$ cat src/rtl/cmp_share_arb.sv
// cmp_share_arb: arbitrates NREQ requesters onto one shared compare datapath (ne / unsigned lt).
// Define CMP_SHARE_ARB_RR_EN for round-robin arbitration; otherwise fixed priority, lowest index wins.

module cmp_share_arb_cmp #(
   parameter int WIDTH = 4
) (
   input  logic [WIDTH-1:0] a,
   input  logic [WIDTH-1:0] b,
   output logic             ne,
   output logic             lt
);
   logic [WIDTH:0] sum;

   // a + ~b + 1 with no carry out means a borrowed, i.e. a < b unsigned
   assign sum = {1'b0, a} + {1'b0, ~b} + {{WIDTH{1'b0}}, 1'b1};
   assign ne  = |(a ^ b);
   assign lt  = ~sum[WIDTH];
endmodule

module cmp_share_arb #(
   parameter int NREQ  = 4,
   parameter int WIDTH = 4
) (
   input  logic                  clk,
   input  logic                  rst,
   input  logic [NREQ-1:0]       req_valid,
   input  logic [NREQ*WIDTH-1:0] req_a,
   input  logic [NREQ*WIDTH-1:0] req_b,
   output logic [NREQ-1:0]       req_ready,
   output logic [NREQ-1:0]       rsp_valid,
   input  logic [NREQ-1:0]       rsp_ready,
   output logic [NREQ-1:0]       rsp_ne,
   output logic [NREQ-1:0]       rsp_lt
);
   localparam int IW = (NREQ > 1) ? $clog2(NREQ) : 1;

   logic [NREQ-1:0]  pend_q, pend_d;
   logic             s1_vld_q, s1_vld_d;
   logic [WIDTH-1:0] s1_a_q, s1_a_d;
   logic [WIDTH-1:0] s1_b_q, s1_b_d;
   logic [IW-1:0]    s1_idx_q, s1_idx_d;
   logic [NREQ-1:0]  rsp_valid_q, rsp_valid_d;
   logic [NREQ-1:0]  rsp_ne_q, rsp_ne_d;
   logic [NREQ-1:0]  rsp_lt_q, rsp_lt_d;

   logic [NREQ-1:0]  elig;
   logic             win_vld;
   logic [IW-1:0]    win_idx;
   logic             accept;
   logic             cmp_ne, cmp_lt;
   logic [WIDTH-1:0] op_a [NREQ];
   logic [WIDTH-1:0] op_b [NREQ];

   for (genvar g = 0; g < NREQ; g++) begin : g_ops
      assign op_a[g] = req_a[g*WIDTH +: WIDTH];
      assign op_b[g] = req_b[g*WIDTH +: WIDTH];
   end

   assign elig = req_valid & ~pend_q;

`ifdef CMP_SHARE_ARB_RR_EN
   logic [IW-1:0] ptr_q, ptr_d;
   int            cand;

   always_comb begin
      win_vld = 1'b0;
      win_idx = '0;
      cand    = 0;
      for (int k = 0; k < NREQ; k++) begin
         cand = int'(ptr_q) + k;
         if (cand >= NREQ) cand = cand - NREQ;
         if (!win_vld && elig[IW'(cand)]) begin
            win_vld = 1'b1;
            win_idx = IW'(cand);
         end
      end
   end

   always_comb begin
      ptr_d = ptr_q;
      if (accept) ptr_d = (win_idx == IW'(NREQ-1)) ? '0 : win_idx + 1'b1;
   end

   always_ff @(posedge clk) begin
      if (rst) ptr_q <= '0;
      else     ptr_q <= ptr_d;
   end
`else
   always_comb begin
      win_vld = 1'b0;
      win_idx = '0;
      for (int k = NREQ-1; k >= 0; k--) begin
         if (elig[k]) begin
            win_vld = 1'b1;
            win_idx = IW'(k);
         end
      end
   end
`endif

   always_comb begin
      req_ready = '0;
      if (win_vld && !rst) req_ready[win_idx] = 1'b1;
   end

   assign accept = |(req_valid & req_ready);

   cmp_share_arb_cmp #(.WIDTH(WIDTH)) u_cmp (
      .a  (s1_a_q),
      .b  (s1_b_q),
      .ne (cmp_ne),
      .lt (cmp_lt)
   );

   always_comb begin
      pend_d   = (pend_q | (req_valid & req_ready)) & ~(rsp_valid_q & rsp_ready);
      s1_vld_d = accept;
      s1_a_d   = s1_a_q;
      s1_b_d   = s1_b_q;
      s1_idx_d = s1_idx_q;
      if (accept) begin
         s1_a_d   = op_a[win_idx];
         s1_b_d   = op_b[win_idx];
         s1_idx_d = win_idx;
      end
      rsp_valid_d = rsp_valid_q & ~rsp_ready;
      rsp_ne_d    = rsp_ne_q;
      rsp_lt_d    = rsp_lt_q;
      // pend guarantees the target slot is free, so S2 never collides with a handshake
      if (s1_vld_q) begin
         rsp_valid_d[s1_idx_q] = 1'b1;
         rsp_ne_d[s1_idx_q]    = cmp_ne;
         rsp_lt_d[s1_idx_q]    = cmp_lt;
      end
   end

   always_ff @(posedge clk) begin
      if (rst) begin
         pend_q      <= '0;
         s1_vld_q    <= 1'b0;
         s1_a_q      <= '0;
         s1_b_q      <= '0;
         s1_idx_q    <= '0;
         rsp_valid_q <= '0;
         rsp_ne_q    <= '0;
         rsp_lt_q    <= '0;
      end else begin
         pend_q      <= pend_d;
         s1_vld_q    <= s1_vld_d;
         s1_a_q      <= s1_a_d;
         s1_b_q      <= s1_b_d;
         s1_idx_q    <= s1_idx_d;
         rsp_valid_q <= rsp_valid_d;
         rsp_ne_q    <= rsp_ne_d;
         rsp_lt_q    <= rsp_lt_d;
      end
   end

   assign rsp_valid = rsp_valid_q;
   assign rsp_ne    = rsp_ne_q;
   assign rsp_lt    = rsp_lt_q;
endmodule

$ cat config.mk
export PLATFORM = sky130hd
export DESIGN_NAME = cmp_share_arb
export DESIGN_NICKNAME = d
export VERILOG_FILES = /design/src/rtl/cmp_share_arb.sv
export SDC_FILE = /design/constraint.sdc
export NUM_CORES = 1
export LEC_CHECK = 0
export ABC_AREA = 1
export ABC_CLOCK_PERIOD_IN_PS = 1500
export BUFFER_PORTS_ARGS = -buffer_cell sky130_fd_sc_hd__buf_2
export CORE_MARGIN = 2
export CORE_UTILIZATION = 48
export CTS_CLUSTER_SIZE = 28
export DETAILED_ROUTE_END_ITERATION = 6
export PLACE_DENSITY = 0.81
export SETUP_SLACK_MARGIN = 0.15
export SLEW_MARGIN = 20
export SYNTH_ARGS = -nofsm -noshare
export SYNTH_HDL_FRONTEND = slang
export SYNTH_SLANG_ARGS = --single-unit
export TNS_END_PERCENT = 20
$ cat constraint.sdc
create_clock -name clk -period 1.5 [get_ports clk]
set_clock_uncertainty 0.05 [all_clocks]
set_input_delay 0.15 -clock clk [delete_from_list [all_inputs] [get_ports clk]]
set_output_delay 0.15 -clock clk [all_outputs]
set_load 0.02 [all_outputs]
* After elaboration in Yosys (flattened, before gate mapping)
Index checks and enable logic that the tools add are counted.
** Storage, ports and cells
- Register bits :: 27
- Input bits :: 42
** Operators by class
- Add/subtract/negate cells :: 2
- Order comparisons :: 5
- Muxes and demuxes :: 22
- Bitwise logic cells :: 14
- Reduce and logical (&&, ||, !) cells :: 6
** Operators with widths (number)
- $mux W4 :: 6
- $and A4 B4 Y4 :: 5
- $bmux W4 S2 :: 2
- $not A4 Y4 :: 4
- $bwmux W4 :: 2
- $mux W2 :: 4
- $or A4 B4 Y4 :: 2
- $reduce_or A4 Y1 :: 2
- $lt A2 B3 Y1 const B :: 2
- $mux W1 :: 6
- $add A4 B4 Y5 :: 1
- $add A5 B1 Y5 const B :: 1
- $demux W1 S2 :: 2
- $ge A2 B1 Y1 const B :: 2
- $xor A4 B4 Y4 :: 1
- $ge A3 B3 Y1 const B :: 1
- $logic_and A1 B1 Y1 :: 3
- $not A2 Y3 :: 1
- $logic_not A1 Y1 :: 1
- $not A1 Y1 :: 1

* Logic depth before layout (Yosys ltp)
Gate-level depths: netlist of run 1.
- Depth in word-level cells :: 14
- Mapped depth :: 12
- Gate-level depth less buffers :: 12

* By module
A second synthesis of run 1 with hierarchy kept.
** Unflattened totals
- Cell total of the unflattened synthesis :: 232
- Area, all modules :: 1477.7 µm²
** By module, submodules not included
- cmp_share_arb :: instances 1, cells each 213, area each 1365.1 µm², seq. area each 540.5 µm²
- cmp_share_arb_cmp :: instances 1, cells each 19, area each 112.6 µm², seq. area each 0.0 µm²

* Worst setup path after synthesis of run 1
Ideal clock, no wire load.
- Kind :: register to output
- Start point :: register pend_q[0]
- End point :: output port req_ready[1]
- Arrival :: 1.146 ns
- Data required time :: 1.300 ns
- Setup slack :: 0.154 ns
- Stages on the path, launching flop included :: 9
- Buffers on the path :: 1
- Path through :: dfxtp_1 inv_2 nand2_4 nand2_4 o21ai_4 inv_2 buf_6 nand3_1 inv_1
** Between the ends
- Word-level cells in the longest chain between the ends :: 8
** RTL lines
- start, declared :: RTL line 37 : logic [NREQ-1:0] pend_q, pend_d;
- start signal, assigned :: RTL line 148 : pend_q <= pend_d;
- $not A4 Y4 * :: RTL line 59 : assign elig = req_valid & ~pend_q;
- $and A4 B4 Y4 * :: RTL line 59
- $mux W2 :: RTL line 93 : if (elig[k]) begin
- $lt A2 B3 Y1 (not written as such) or $ge A2 B1 Y1 (tied branches) :: RTL line 103 : if (win_vld && !rst) req_ready[win_idx] = 1'b1;
- $logic_and A1 B1 Y1 (not written as such) :: RTL line 103
- $mux W1 (not written as such) :: RTL line 103
- $demux W1 S2 :: RTL line 103
- $mux W4 * :: RTL line 103
- end, declared :: RTL line 29 : output logic [NREQ-1:0] req_ready,
Every way passes the cells marked *; elsewhere a longest branch is shown, timed or not.

* Final worst setup path of run 1
- Start point :: register pend_q[1]
- End point :: output port req_ready[0]
** Between the ends
- Word-level cells in the longest chain between the ends :: 9
** RTL lines (RTL line)
- $not A4 Y4 * :: 59
- $and A4 B4 Y4 * :: 59
- $mux W2 (2 in a row) :: 93
- $lt A2 B3 Y1 (not written as such) or $ge A2 B1 Y1 (tied branches) :: 103
- $logic_and A1 B1 Y1 (not written as such) :: 103
- $mux W1 (not written as such) :: 103
- $demux W1 S2 :: 103
- $mux W4 * :: 103
Marked as above.

==> results.yml, run 1 <==
global_route:
  grt_overflow: 0
  grt_first_pass_wirelength_mm: 6.45
  track_usage_pct: 23.9
  antenna_found_initial: 0
  grt_pass1_vias: 1555
  grt_max_degree: 19
synthesis:
  synth_warnings: 0
  syn-num-nets: 262
  syn_area_um2: 1510
  netlist_instances: 216
  ys_ff_latch: 27
  seq_area_frac_synth_pct: 35.9
  synth_cell_types: 24
  syn_area_per_cell_um2: 6.97
final_layout:
  nets: 348
  seqCellArea_um2: 546
  layout_common_cells: "buf_2 (53), nand2_1 (43), inv_1 (23), dfxtp_1 (23)"
  syn_to_final_growth_pct: 48.6
  utilization_pct: 73.9
  multi_input_area_um2: 903
  final_common_cell: "buf_2"
  num_antenna_cells: 0
  drive_gt1_share_pct: 41.5
  fillers: 240
power:
  power_density_nw_per_um2: 812
  p_leak_uw: 0.00118
  ir_drop_v: 0.000387
clocking:
  clk_path_buf_depth: 2
  root_buffer: "clkbuf_4"
  numCtsBuffers: 3
  clk_pin_slew_ps: 150
  htreeDepth: 1
  cts_sinks: 27
  clk_latency_ps: 340
  cts_tree: "yes"
run_status:
  violations: "setup timing"
  outcome: "complete, but fails checks"
setup_path:
  r2r_slack_ps: 0
  crit_type: "flop to primary output"
  end_kind: "primary output"
  worstPathArrival_ps: 1480
  r2r-end: "s1_a_q[3]$_SDFFE_PP0P_"
  critPathRequiredTime_ps: 1300
  crit_fanout: 5
  r2r_cells: 10
  cp_common_cell: "buf_6"
  worstPathCellList: "inv_4, nand2_4, nand2_8, o21ai_4, buf_6, nor2_4, buf_6"
  crit_path_top_delay_cell: "dfxtp_2"
  start_kind: "flop"
  cpPeakStageDelay_ps: 400
  worstReg2RegStart: "pend_q[0]$_SDFF_PP0_"
worst_hold_path:
  min_path_type: "primary input to flop"
  min_to: "pend_q[1]$_SDFF_PP0_"
  hold_depth: 4
  hold_start: "rsp_ready[1]"
floorplan:
  dieArea_um2: 3600
  die_x_um: 60
  core_um2: 3030
  io_pins: 58
  fp.dieH_um: 60
  rows: 20
  start_util_pct: 49.7
routing:
  post-route-drc-count: 0
  first_pass_iters: 4
  drt_iter0_markers: 132
  vias: 1789
  wirelength_mm: 4.54
  avgViaCountPerCell: 5.19
  wire_per_inst_um: 13.2
  ant_nets: 0
sta:
  setup_viol: 4
  tightest_slew_ps: 344
  final_hold_viol_count: 0
  relSlewSlack_pct: 76.9
  timing.final.crit_share_pct: 112
  fin_setup_tns_ps: -532
  rsz0062_at_grt: "yes"
  max_freq_mhz: 597
  hold_ws_ps: 31.1
  slew_viol_final: 0
  fin_ws_ps: -175
  finalCriticalPeriod_ps: 1680
run:
  drv_cap: 0
place:
  port_buffers: 57
  gp_congestion: 0.848
  hpwlAfterDp_mm: 2.72
## repair_timing
action / in CTS / in global routing
hold buffers: 3 / 0
pin swaps: 14 / 13
endpoints found under the setup margin: 7 / 21
buffers inserted: 12 / 5
hold endpoints to repair: 3 / 0
gates resized for setup: 31 / 16
## state kept, by name, indices dropped and copies added, names as in the netlist
signal,cells
s1_vld_q,1
s1_idx_q,2
s1_b_q,4
rsp_ne,4
pend_q,4
s1_a_q,4
rsp_valid,4
rsp_lt,4
## cell families after synthesis
family          after synthesis  synth area share [%]
compound gates               40                  15.5
buf+inv                      37                  10.2
fa+ha+maj                     4                  3.33
flops                        27                  35.9
simple gates                108                  35.0
## synth_stat cells (all sizes together)
cell type  instances  area [µm²]
ha                 4        50.1
clkbuf             2        7.51
nor3               4        20.0
o211ai             2        15.0
o21ai             14        81.3
nand3             22         120
o21a               1        7.51
a21oi             22         121
a221oi             1        8.76
nor2              26         105
nand2             55         275
buf                2        22.5
nand4              1        6.26
dfxtp             27         541
inv               33         124
## cell type report
class | count | area share [%]
Sequential cell | 27 | 24.4
Multi-Input combinational cell | 152 | 40.4
Timing Repair Buffer | 85 | 25.3
Clock buffer | 3 | 1.01
Inverter | 33 | 6.10
Clock inverter | 1 | 0.336
Tap cell | 44 | 2.46
## worst max path at each step
stage | startpoint | to | slack (ps) | cells past startpoint
final | pend_q[1]$_SDFF_PP0_ | req_ready[0] | -180 | 7
after detailed placement | pend_q[2]$_SDFF_PP0_ | req_ready[1] | 50 | 9
after floorplan | pend_q[0]$_SDFF_PP0_ | req_ready[1] | 150 | 8
after global routing | pend_q[1]$_SDFF_PP0_ | req_ready[0] | -210 | 7
after global placement | pend_q[2]$_SDFF_PP0_ | req_ready[1] | 90 | 9
after CTS | pend_q[0]$_SDFF_PP0_ | req_ready[0] | -100 | 7
## routing by layer
| metal | part of all wire [%] | GRT usage, % |
|---|---|---|
| met1 | 38 | 25.9 |
| met5 | 0 | 0 |
| met2 | 52 | 45.7 |
| met4 | 3.5 | 9.52 |
| met3 | 5.8 | 3.68 |
## report_power, final
part	leakage [µW]	internal, µW	switching (µW)
clock	0.0000139	102	229
sequential	0.000224	771	32.4
combinational	0.000939	295	386
total	0.00118	1170	647
## through the flow
stage               cell area, µm²  power, µW  worst slack (ps)  instances
finish                        2240       1820              -175        345
global route                  2240       1920              -210        345
CTS                           2140       1750              -103        340
detailed placement            1880       1310              46.5        321
global placement              1880       1310              88.8        321
floorplan                     1510       1160               154        216
## critical path: cells and delay by family, from the launching register on
kind            cells  cell delay [ps]
buf+inv             3              320
compound gates      1              180
flops               1              400
simple gates        3              240
No activity file was read; power rests on OpenSTA's default activity.
==> run 2, diff against run 1 <==
CORE_ASPECT_RATIO = 0.9   (was not set)
==> run 2 against run 1 <==
Effect of this change:
- the run still ends with setup timing left
- via count fell by 5.3%
- worst setup slack better by 57 ps
- sequential power about the same
- final cell count fell by 1.4%
- non-clock buffer count down 4
- first-iteration DRC count shrank 33%
- power hardly changed
- largest cell class unchanged
- largest power group unchanged
==> results.yml, run 2 (same netlist as run 1, synthesis figures left out) <==
power:
  report.power.total_uw: 1820
  power.switching_uw: 649
  comb_power_share_pct: 38.1
  power_density_nw_per_um2: 812
  p_leak_uw: 0.00116
  ir_drop_v: 0.000494
  switching_share_pct: 35.7
  p_int_uw: 1170
  pwr-share-clk_pct: 17.7
  seq_power_share_pct: 44.3
place:
  dp.cells: 316
  hpwlAfterDp_mm: 2.78
  post_dp_cell_area_um2: 1850
  port_buffers: 57
  gp_congestion: 0.874
clocking:
  numCtsBuffers: 3
  cts_tree: "yes"
  root_buffer: "clkbuf_4"
  cts_sinks: 27
  clk_pin_slew_ps: 150
  clk_latency_ps: 330
  htreeDepth: 1
  clk_path_buf_depth: 2
floorplan:
  die_x_um: 63.0
  rows: 19
  core_um2: 3020
  fp.dieH_um: 57.1
  dieArea_um2: 3600
  io_pins: 58
  start_util_pct: 49.9
setup_path:
  worstPathArrival_ps: 1420
  crit_path_top_delay_cell: "dfxtp_2"
  cpPeakStageDelay_ps: 380
  critPathRequiredTime_ps: 1300
  start_kind: "flop"
  crit_fanout: 5
  end_kind: "primary output"
  worstPathCellList: "inv_4, nand2_8, nand2_8, o21ai_4, buf_6, nor2_4, buf_6"
  crit_type: "flop to primary output"
sta:
  max_freq_mhz: 618
  rsz0062_at_grt: "yes"
  finalCriticalPeriod_ps: 1620
  setup_viol: 6
  timing.final.crit_share_pct: 108
  final_hold_viol_count: 0
  slew_viol_final: 0
  relSlewSlack_pct: 75.4
  fin_ws_ps: -118
  tightest_slew_ps: 368
routing:
  vias: 1694
  first_pass_iters: 5
  avgViaCountPerCell: 4.98
  wire_per_inst_um: 13.0
  wirelength_mm: 4.41
  ant_nets: 0
  drt_iter0_markers: 89
  post-route-drc-count: 0
final_layout:
  drive_gt1_share_pct: 42.3
  num_antenna_cells: 0
  final_common_cell: "buf_2"
  nets: 345
  stdcell_area_um2: 2240
  syn_to_final_growth_pct: 48.5
  layout_common_cells: "buf_2 (53), nand2_1 (43), dfxtp_1 (23)"
  fin_cells: 340
global_route:
  antenna_found_initial: 0
  grt_pass1_vias: 1586
  grt_overflow: 0
  grt_max_degree: 18
  track_usage_pct: 24.1
  grt_first_pass_wirelength_mm: 6.86
worst_hold_path:
  min_path_type: "primary input to flop"
run_status:
  outcome: "complete, but fails checks"
  violations: "setup timing"
run:
  drv_cap: 0
==> run 2: power by group through the flow <==
stage	combinational [µW]	clock (µW)	sequential (µW)
floorplan	333	0	828
global placement	486	0	811
detailed placement	495	0	812
CTS	623	332	799
global route	751	359	809
finish	691	321	804
==> run 2: cell type report <==
type	instances	area [µm²]
Tap cell	42	52.6
Sequential cell	27	548
Timing Repair Buffer	81	531
Clock buffer	3	22.5
Fill cell	235	783
Clock inverter	1	7.51
Multi-Input combinational cell	153	938
Inverter	33	136
==> run 2: repair_timing <==
action / CTS / global route
gates resized for setup: 27 / 19
endpoints found under the hold margin: 3 / 0
endpoints found under the setup margin: 9 / 22
pin swaps: 10 / 12
hold buffers: 3 / 0
gates cloned: 1 / 0
buffers inserted: 13 / 3
==> run 2: through the flow <==
step	worst slack [ps]	TNS [ps]	util (%)	hold slack (ps)
3_5_place_dp	48.4	0	61.3	300
2_1_floorplan	154	0	-	191
4_1_cts	-102	-393	70.9	55.2
6_report	-118	-423	74.1	76.0
3_3_place_gp	76.5	0	61.3	302
5_1_grt	-194	-1070	74.1	69.8
==> run 2: routing by layer <==
| metal | up-vias | global-route usage, % | wire (µm) |
|---|---|---|---|
| li1 | 861 | - | - |
| met1 | 760 | 28.7 | 1790 |
| met2 | 65 | 43.8 | 2290 |
| met3 | 8 | 4.93 | 263 |
| met4 | 0 | 7.30 | 68 |
| met5 | - | 0 | 0 |
==> run 2: critical path: cells and delay by family (launching register included) <==
family	cells	cell delay, ps
buffers and inverters	3	300
and+or+nand+nor	3	190
AOI/OAI and AO/OA	1	200
DFF	1	380
==> run 2: path summary, 6_finish.rpt <==
check | from | endpoint | slack, ps | depth (start not counted)
setup / recovery | pend_q[0]$_SDFF_PP0_ | req_ready[0] | -120 | 7
hold / removal | rsp_ready[1] | rsp_valid[1]$_SDFF_PP0_ | 80 | 4
hold reg to reg | rsp_valid[0]$_SDFF_PP0_ | pend_q[0]$_SDFF_PP0_ | 430 | 1
setup reg to reg | pend_q[2]$_SDFF_PP0_ | s1_b_q[3]$_SDFFE_PP0P_ | -40 | 11
==> run 3, diff against run 2 <==
CORE_UTILIZATION = 50   (was 48)
CTS_BUF_LIST = sky130_fd_sc_hd__clkbuf_8   (was not set)
PLACE_DENSITY = 0.83   (was 0.81)
==> run 3 against run 2 <==
Effect of this change:
- the flow finishes with violations (hold timing, setup timing)
- routed wire length is 2.1% higher
- worst setup slack better by 36 ps
- sequential power hardly changed
- register-to-register slack got worse by 30 ps
- first-iteration DRC count is 3.4% lower
- fmax increased by 2.2%
- critical path depth increased by 1
- global-route usage grew 0.47 points
- final area decreased by 3.9%
- non-clock buffer count fell by 8
- critical path type unchanged
- largest power group unchanged
==> results.yml, run 3 (same netlist as run 1, synthesis figures left out) <==
run_status:
  outcome: "complete, but fails checks"
  violations: "hold timing, setup timing"
final_layout:
  nets: 336
  fillers: 209
  layout_common_cells: "buf_2 (53), nand2_1 (43), dfxtp_1 (23)"
  syn_to_final_growth_pct: 42.7
  fin_cells: 329
  num_antenna_cells: 0
  final_common_cell: "buf_2"
  drive_gt1_share_pct: 42.6
floorplan:
  core_um2: 2820
  start_util_pct: 53.5
  rows: 18
  io_pins: 58
  fp.dieH_um: 56.1
  die_x_um: 61.8
  dieArea_um2: 3470
sta:
  slew_viol_final: 0
  setup_viol: 5
  max_freq_mhz: 632
  final_hold_viol_count: 1
  timing.final.crit_share_pct: 106
  fin_ws_ps: -82.5
  rsz0062_at_grt: "yes"
  hold_ws_ps: -3.20
  relSlewSlack_pct: 75.3
  tightest_slew_ps: 368
  finalCriticalPeriod_ps: 1580
place:
  gp_congestion: 0.841
  post-place-ws_ps: 21.4
  port_buffers: 57
  hpwlAfterDp_mm: 2.77
  dp.cells: 313
clocking:
  clk_path_buf_depth: 2
  clk_latency_ps: 280
  cts_sinks: 27
  cts_tree: "yes"
  numCtsBuffers: 3
  htreeDepth: 1
  hold_buffers: 0
  clk_pin_slew_ps: 100
  root_buffer: "clkbuf_8"
power:
  power_density_nw_per_um2: 881
  report.power.total_uw: 1890
  ir_drop_v: 0.000480
  p_leak_uw: 0.00111
routing:
  ant_nets: 0
  wirelength_mm: 4.50
  post-route-drc-count: 0
  vias: 1675
  drt_iter0_markers: 86
  avgViaCountPerCell: 5.09
  wire_per_inst_um: 13.7
  first_pass_iters: 4
global_route:
  grt_pass1_vias: 1510
  grt_first_pass_wirelength_mm: 6.48
  antenna_found_initial: 0
  grt_overflow: 0
  track_usage_pct: 24.5
  grt_max_degree: 19
worst_hold_path:
  min_path_type: "primary input to flop"
  hold_depth: 2
  min_to: "pend_q[0]$_SDFF_PP0_"
  hold_start: "rsp_ready[0]"
setup_path:
  worstReg2RegStart: "pend_q[0]$_SDFF_PP0_"
  r2r-end: "s1_a_q[3]$_SDFFE_PP0P_"
  r2r_cells: 10
  end_kind: "primary output"
  r2r_slack_ps: -70
  worstPathArrival_ps: 1380
  crit_type: "flop to primary output"
  critPathRequiredTime_ps: 1300
  crit_fanout: 4
  start_kind: "flop"
run:
  drv_cap: 0
-- run 3: cell count changes in the layout (fill, tap and decap cells not counted), moves of 2 or more --
cell	previous run	this run
dlygate4sd3_1	3	0
buf_6	6	4
a21oi_1	20	17
clkbuf_4	3	0
buf_4	17	15
a21oi_2	1	4
clkbuf_8	0	3
-- run 3: final cells by class --
cell class              instances  area [µm²]  share of cell area, %
flip-flops and latches         27         546                   25.4
clock buffers                   3        41.3                   1.92
multi-input cells             152         927                   43.2
repair buffers                 73         443                   20.6
well taps                      40        50.0                   2.33
inverters                      33         134                   6.23
clock inverters                 1        7.51                  0.349
-- run 3: per-layer routing --
metal | track usage (%) | up-vias | wire, µm
li1 | - | 839 | -
met2 | 41.8 | 70 | 2330
met3 | 4.42 | 11 | 243
met1 | 31.6 | 755 | 1840
met4 | 4.86 | 0 | 90
met5 | 0 | - | 0
-- run 3: through the flow --
step,utilization [%],area (µm²),setup TNS (ps)
2_1_floorplan,-,1510,0
4_1_cts,72.8,2050,-65.6
3_3_place_gp,65.4,1840,0
5_1_grt,76.3,2150,-943
3_5_place_dp,65.4,1840,0
6_report,76.3,2150,-300
-- run 3: timing repair --
item,CTS,global route
endpoints found under the hold margin,0,0
buffers inserted,10,2
cloned,0,0
gates resized for setup,25,19
setup endpoints to repair,11,21
pin swaps,9,11
-- run 3: critical path, cell delays in order, from the launching register on --
cell	delay (ps)
dfxtp_2	360
inv_2	50
nand2_4	90
nand2_4	90
o21ai_4	210
inv_4	60
nand3_4	70
inv_2	50
buf_6	120
-- run 3: where the power goes --
| group | switching [µW] | leakage [µW] | internal (µW) |
|---|---|---|---|
| registers | 31.2 | 0.000223 | 771 |
| clock network | 246 | 0.0000217 | 189 |
| logic | 393 | 0.000870 | 262 |
-- run 3: worst max path at each step --
stage	start	to	slack, ps	cells after the start
floorplan	pend_q[0]$_SDFF_PP0_	req_ready[1]	150	8
global placement	pend_q[2]$_SDFF_PP0_	req_ready[1]	80	9
detailed placement	pend_q[2]$_SDFF_PP0_	req_ready[1]	20	9
CTS	pend_q[2]$_SDFF_PP0_	req_ready[0]	-30	8
global route	pend_q[2]$_SDFF_PP0_	req_ready[1]	-130	8
finish	pend_q[2]$_SDFF_PP0_	req_ready[1]	-80	8
